### config.mk
export PLATFORM = sky130hd
export DESIGN_NAME = adder_arbiter
export DESIGN_NICKNAME = d
export VERILOG_FILES = /design/src/rtl/adder_arb_pkg.sv /design/src/rtl/rr_arb2.sv /design/src/rtl/adder_arbiter.sv
export SDC_FILE = /design/constraint.sdc
export NUM_CORES = 1
export LEC_CHECK = 0
export CAP_MARGIN = 25
export CORE_AREA = 2 2 115 117
export CTS_CLUSTER_DIAMETER = 60
export DETAILED_ROUTE_END_ITERATION = 10
export DIE_AREA = 0 0 117 119
export PLACE_DENSITY_LB_ADDON = 0.1
export SYNTH_ARGS = -nofsm -noshare
export SYNTH_HDL_FRONTEND = slang
export SYNTH_HIERARCHICAL = 1
export SYNTH_SLANG_ARGS = --single-unit
### constraint.sdc
create_clock -name clk -period 4.55 [get_ports clk]
set_input_delay 0.91 -clock clk [delete_from_list [all_inputs] [get_ports clk]]
set_output_delay 0.91 -clock clk [all_outputs]
set_load 0.02 [all_outputs]
### src/rtl/adder_arb_pkg.sv
// Shared types and constants for the two-requester adder arbiter.
package adder_arb_pkg;

  localparam int unsigned CntWidth = 4;

  typedef enum logic [1:0] {
    StIdle,
    StSettle,
    StResp
  } state_e;

  typedef logic id_t;

  localparam id_t IdReq0 = 1'b0;
  localparam id_t IdReq1 = 1'b1;

endpackage

### src/rtl/rr_arb2.sv
// Two-way round-robin grant: on a tie the requester not granted last time wins.
module rr_arb2 (
  input  logic [1:0] valid_i,
  input  logic       last_i,
  output logic [1:0] grant_o
);

  always_comb begin
    grant_o = valid_i;
    if (valid_i == 2'b11) begin
      grant_o = last_i ? 2'b01 : 2'b10;
    end
  end

endmodule

### src/rtl/adder_arbiter.sv
// Arbitrates two requesters onto one external ripple-carry adder and waits SETTLE cycles
// before capturing its sum. Define ADDER_ARB_OVF_EN to add the signed-overflow output rsp_ovf.
module adder_arbiter
  import adder_arb_pkg::*;
#(
  parameter int unsigned WIDTH  = 32,
  parameter int unsigned SETTLE = 2
) (
  input  logic             clk,
  input  logic             rst,
  input  logic             req0_valid,
  input  logic             req1_valid,
  output logic             req0_ready,
  output logic             req1_ready,
  input  logic [WIDTH-1:0] req0_a,
  input  logic [WIDTH-1:0] req0_b,
  input  logic [WIDTH-1:0] req1_a,
  input  logic [WIDTH-1:0] req1_b,
  output logic [WIDTH-1:0] add_a,
  output logic [WIDTH-1:0] add_b,
  input  logic [WIDTH-1:0] add_sum,
  input  logic [WIDTH-1:0] add_carry,
  output logic             rsp_valid,
  input  logic             rsp_ready,
  output logic             rsp_id,
  output logic [WIDTH-1:0] rsp_sum,
  output logic             rsp_cout
`ifdef ADDER_ARB_OVF_EN
  ,
  output logic             rsp_ovf
`endif
);

  localparam logic [CntWidth-1:0] CntLoad = CntWidth'(SETTLE - 1);

  state_e                state_q;
  logic [WIDTH-1:0]      a_q, b_q, rsp_sum_q;
  logic [CntWidth-1:0]   cnt_q;
  id_t                   id_q, last_q, rsp_id_q;
  logic                  rsp_cout_q;
  logic [1:0]            grant;
  logic                  idle_ok;
  logic                  unused_carry;

  // Only the top carry bits are meaningful; the rest of the vector is ignored.
  assign unused_carry = ^add_carry[WIDTH-2:0];

  rr_arb2 u_rr_arb2 (
    .valid_i ({req1_valid, req0_valid}),
    .last_i  (last_q),
    .grant_o (grant)
  );

  assign idle_ok    = (state_q == StIdle) && !rst;
  assign req0_ready = idle_ok && grant[0];
  assign req1_ready = idle_ok && grant[1];

  assign add_a     = a_q;
  assign add_b     = b_q;
  assign rsp_valid = (state_q == StResp);
  assign rsp_id    = rsp_id_q;
  assign rsp_sum   = rsp_sum_q;
  assign rsp_cout  = rsp_cout_q;

`ifdef ADDER_ARB_OVF_EN
  logic rsp_ovf_q;
  assign rsp_ovf = rsp_ovf_q;
`endif

  always_ff @(posedge clk) begin
    if (rst) begin
      state_q    <= StIdle;
      a_q        <= '0;
      b_q        <= '0;
      id_q       <= IdReq0;
      last_q     <= IdReq1;  // req0 wins the first tie
      cnt_q      <= '0;
      rsp_sum_q  <= '0;
      rsp_cout_q <= 1'b0;
      rsp_id_q   <= IdReq0;
`ifdef ADDER_ARB_OVF_EN
      rsp_ovf_q  <= 1'b0;
`endif
    end else begin
      unique case (state_q)
        StIdle: begin
          if (req0_ready || req1_ready) begin
            id_q    <= req1_ready;
            last_q  <= req1_ready;
            a_q     <= req1_ready ? req1_a : req0_a;
            b_q     <= req1_ready ? req1_b : req0_b;
            cnt_q   <= CntLoad;
            state_q <= StSettle;
          end
        end
        StSettle: begin
          if (cnt_q == '0) begin
            rsp_sum_q  <= add_sum;
            rsp_cout_q <= add_carry[WIDTH-1];
            rsp_id_q   <= id_q;
`ifdef ADDER_ARB_OVF_EN
            rsp_ovf_q  <= add_carry[WIDTH-1] ^ add_carry[WIDTH-2];
`endif
            state_q    <= StResp;
          end else begin
            cnt_q <= cnt_q - 1'b1;
          end
        end
        StResp: begin
          if (rsp_ready) begin
            state_q <= StIdle;
          end
        end
        default: state_q <= StIdle;
      endcase
    end
  end

endmodule

==> reports/results.md <==
• end of the worst hold path: rsp_id
• library cells used by synthesis: 35
• Hold/Removal Path Class: reg -> reg
• buffer and inverter count on the worst path: 3
• count of final hold-check violations: 0
• sum of negative setup slack: 0 ps
• Achievable Freq: 260.4 MHz
• source-to-sink clock delay at the later pin of the worst-skew pair: 340 ps
• Worst setup EP type: output port
• cell repeated most along the worst path: sky130_fd_sc_hd__clkdlybuf4s50_1
• final setup fails: 0
• Filler Cells Inserted: 1175
• cts bufs inserted: 9
• number of clock sinks: 106
• Reg2Reg Depth: 6
• drt drc: 0
• critical hold path startpoint: id_q
• DP Cell Count: 960
• largest net degree at the start of global routing: 66
• post-synthesis compound-gate area fraction: 0.2885
• Clock H-tree levels: 3
• number of global-route vias before repair: 4874
• main combinational cell family by area after synthesis: compound AO/OA/AOI/OAI gates
• clock-pin slew of the registers on the worst-case setup and hold paths: 60 ps
• share of synthesized area spent on multiplexers: 0
• number of violations reported at the end of detailed-routing iteration 0: 270
• number of post-CTS setup repair buffers: 0
• initial antenna violation count: 0
• worst reg2reg path startpoint: last_q
• post-cts repair resize count: 0
• family with the most delay on the worst path: buffers and inverters
• total core area: 0.01287 mm^2
• Synth top cells by count: sky130_fd_sc_hd__nand2_1, sky130_fd_sc_hd__dfxtp_1, sky130_fd_sc_hd__a21oi_1, sky130_fd_sc_hd__a311oi_1, sky130_fd_sc_hd__clkbuf_1
• Max Cap Violations: 0
• number of top-level design ports: 298
• proportion of layout cells with a drive suffix above 1: 0.04375
• via/cell ratio: 5.270
• area of the mapped netlist: 0.004558 mm^2
• Post-Layout Cell Count: 976
• period utilization: 0.8440
• Port Buf Inserts: 266
• area growth from synthesis to layout: 65.91%
• proportion of synthesized flip-flops having asynchronous set or reset: 0
• number of nets produced by synthesis: 769
• flip-flop and latch count after synthesis: 106
• final core occ: 0.5874
• die height: 119 um
• final net count: 994
• sequential area share after synthesis: 0.4656
• total inserted antenna cells: 0
• overall power: 2.539 mW
• top cell type's share of synthesized area: 0.4656
• relative slew slack: 0.3432
• cell with the largest stage delay on the worst path: sky130_fd_sc_hd__clkdlybuf4s50_1
• Worst VDD drop: 0.0001646 V
• Yosys warnings: 6
• power density over cell area: 335.7 mW/mm^2
• GR Util All Layers: 0.2217
• CTS hold repair buffers: 0
• Synth Instances: 570
• Post-Place Setup Slack: 706.3 ps
• post-route standard cell area excluding fillers: 0.007562 mm^2
• first-pass GRT wire length: 24.67 mm
• CTS tree: yes
• cell leakage power: 2.676 nW
• Max Buffers Root-to-Sink: 2
• adder and majority gate portion of the synthesized area: 0.005490
• starting density of the core: 0.3540
• EDFF count, synth: 0
• CTS root buf: sky130_fd_sc_hd__clkbuf_16
• RSZ-0062 raised after global routing: no
• Critical Path Source Type: input port
• time the worst path needs with I/O delays and setup: 3840 ps
• result of the run: completed
• count of vias placed by the detailed router: 5144
• actual transition at the worst max-transition pin: 980.9 ps
• Synth Flop Type: sky130_fd_sc_hd__dfxtp_1
• library cell with the largest summed area after synthesis: sky130_fd_sc_hd__dfxtp_1
• Detailed Route WL: 15.85 mm
• Post-DRT Antenna Nets: 0
• die outline width: 117 um
• die outline area: 0.01392 mm^2
• Area after DPL: 0.007278 mm^2
• required time worst endpoint: 3640 ps
• simple-gate share of the synthesized area: 0.1735
• row count: 42
• biggest fanout along the worst timing path: 3
• TritonRoute pass-1 iters: 4
• Worst path max stage delay: 630 ps
• top-count cell post-synth: sky130_fd_sc_hd__nand2_1
• Avg Cell Area, Syn: 7.997 um^2
• total congestion overflow: 0
• maximum clock skew at final layout: 7.887 ps
• list of cells traversed by the critical path: clkdlybuf4s50_1, a21boi_0, or4b_4, inv_2, clkdlybuf4s50_1
• Detail Placement HPWL: 10.74 mm
• Crit Path Category: in -> out
• wire length per cell after detailed routing: 16.24 um
• Min-Delay Path Depth: 2
• register-to-register path setup slack: 2170 ps
• Worst R2R End: add_a[15]
• worst hold margin: 467.4 ps
• final weighted congestion of routability-driven global placement: 0.7874
• max-slew violation total from the final report: 0
• biggest area contributors in the synthesized netlist: sky130_fd_sc_hd__dfxtp_1, sky130_fd_sc_hd__a311oi_1, sky130_fd_sc_hd__a21oi_1
• WP data arrival: 2930 ps
• post-synthesis xor/xnor area fraction: 0
• Final WS setup: 709.6 ps
==> flip-flops by register name, indices dropped and copies added (netlist names) <==
name	cells
rsp_id	1
state_q	2
id_q	1
rsp_cout	1
last_q	1
add_a	32
add_b	32
rsp_sum	32
cnt_q	4
==> routing by layer <==
layer / track usage / share of wire / up-vias
met4: 0.09044 / 0.024 / 0
li1: - / - / 2504
met3: 0.05852 / 0.086 / 26
met2: 0.3559 / 0.47 / 221
met5: 0 / 0 / -
met1: 0.2804 / 0.42 / 2393
==> kinds of logic after synthesis <==
family	Yosys count
compound gates	209
simple gates	184
flops	106
buf+inv	69
fa+ha+maj	2
==> worst register-to-register path: cells and delay by family, from the launching register on <==
kind	cells	cell delay (ps)
flops	1	320
compound gates	2	650
buf+inv	2	610
simple gates	2	700
==> where the power goes <==
group	internal, mW	switching [mW]	total (mW)	leakage [nW]
Clock	0.403	0.342	0.745	0.132
Sequential	1.01	0.0441	1.06	0.869
Combinational	0.357	0.381	0.738	1.67
Total	1.77	0.767	2.54	2.68
==> area by class of cell <==
class,instances,area [um^2],area share
clock inverters,3,23.77,0.003144
well taps,176,220.2,0.02912
flip-flops and latches,106,2122,0.2806
repair buffers,277,2763,0.3653
multi-input cells,395,2151,0.2844
inverters,6,22.52,0.002978
clock buffers,13,260.3,0.03441
==> how the worst max path moves through the flow <==
stage / start / endpoint / cells after the start / slack [ps]
after global placement: req1_valid / req1_ready / 5 / 720
after detailed placement: req1_valid / req1_ready / 5 / 710
after CTS: req1_valid / req1_ready / 5 / 690
final: req1_valid / req1_ready / 5 / 710
after floorplan: req1_valid / req1_ready / 4 / 1710
after global routing: req1_valid / req1_ready / 5 / 630
==> cell usage in the layout (no fill, tap or decap), types with 4 or more instances in the layout <==
| master | count |
|---|---|
| sky130_fd_sc_hd__nand3_1 | 35 |
| sky130_fd_sc_hd__a311oi_1 | 64 |
| sky130_fd_sc_hd__buf_4 | 11 |
| sky130_fd_sc_hd__clkdlybuf4s50_1 | 265 |
| sky130_fd_sc_hd__a21oi_1 | 98 |
| sky130_fd_sc_hd__nor2_1 | 4 |
| sky130_fd_sc_hd__inv_1 | 5 |
| sky130_fd_sc_hd__clkbuf_16 | 9 |
| sky130_fd_sc_hd__nand2_1 | 128 |
| sky130_fd_sc_hd__dfxtp_1 | 106 |
| sky130_fd_sc_hd__o21ai_0 | 33 |
No activity file was read; power rests on OpenSTA's default activity.
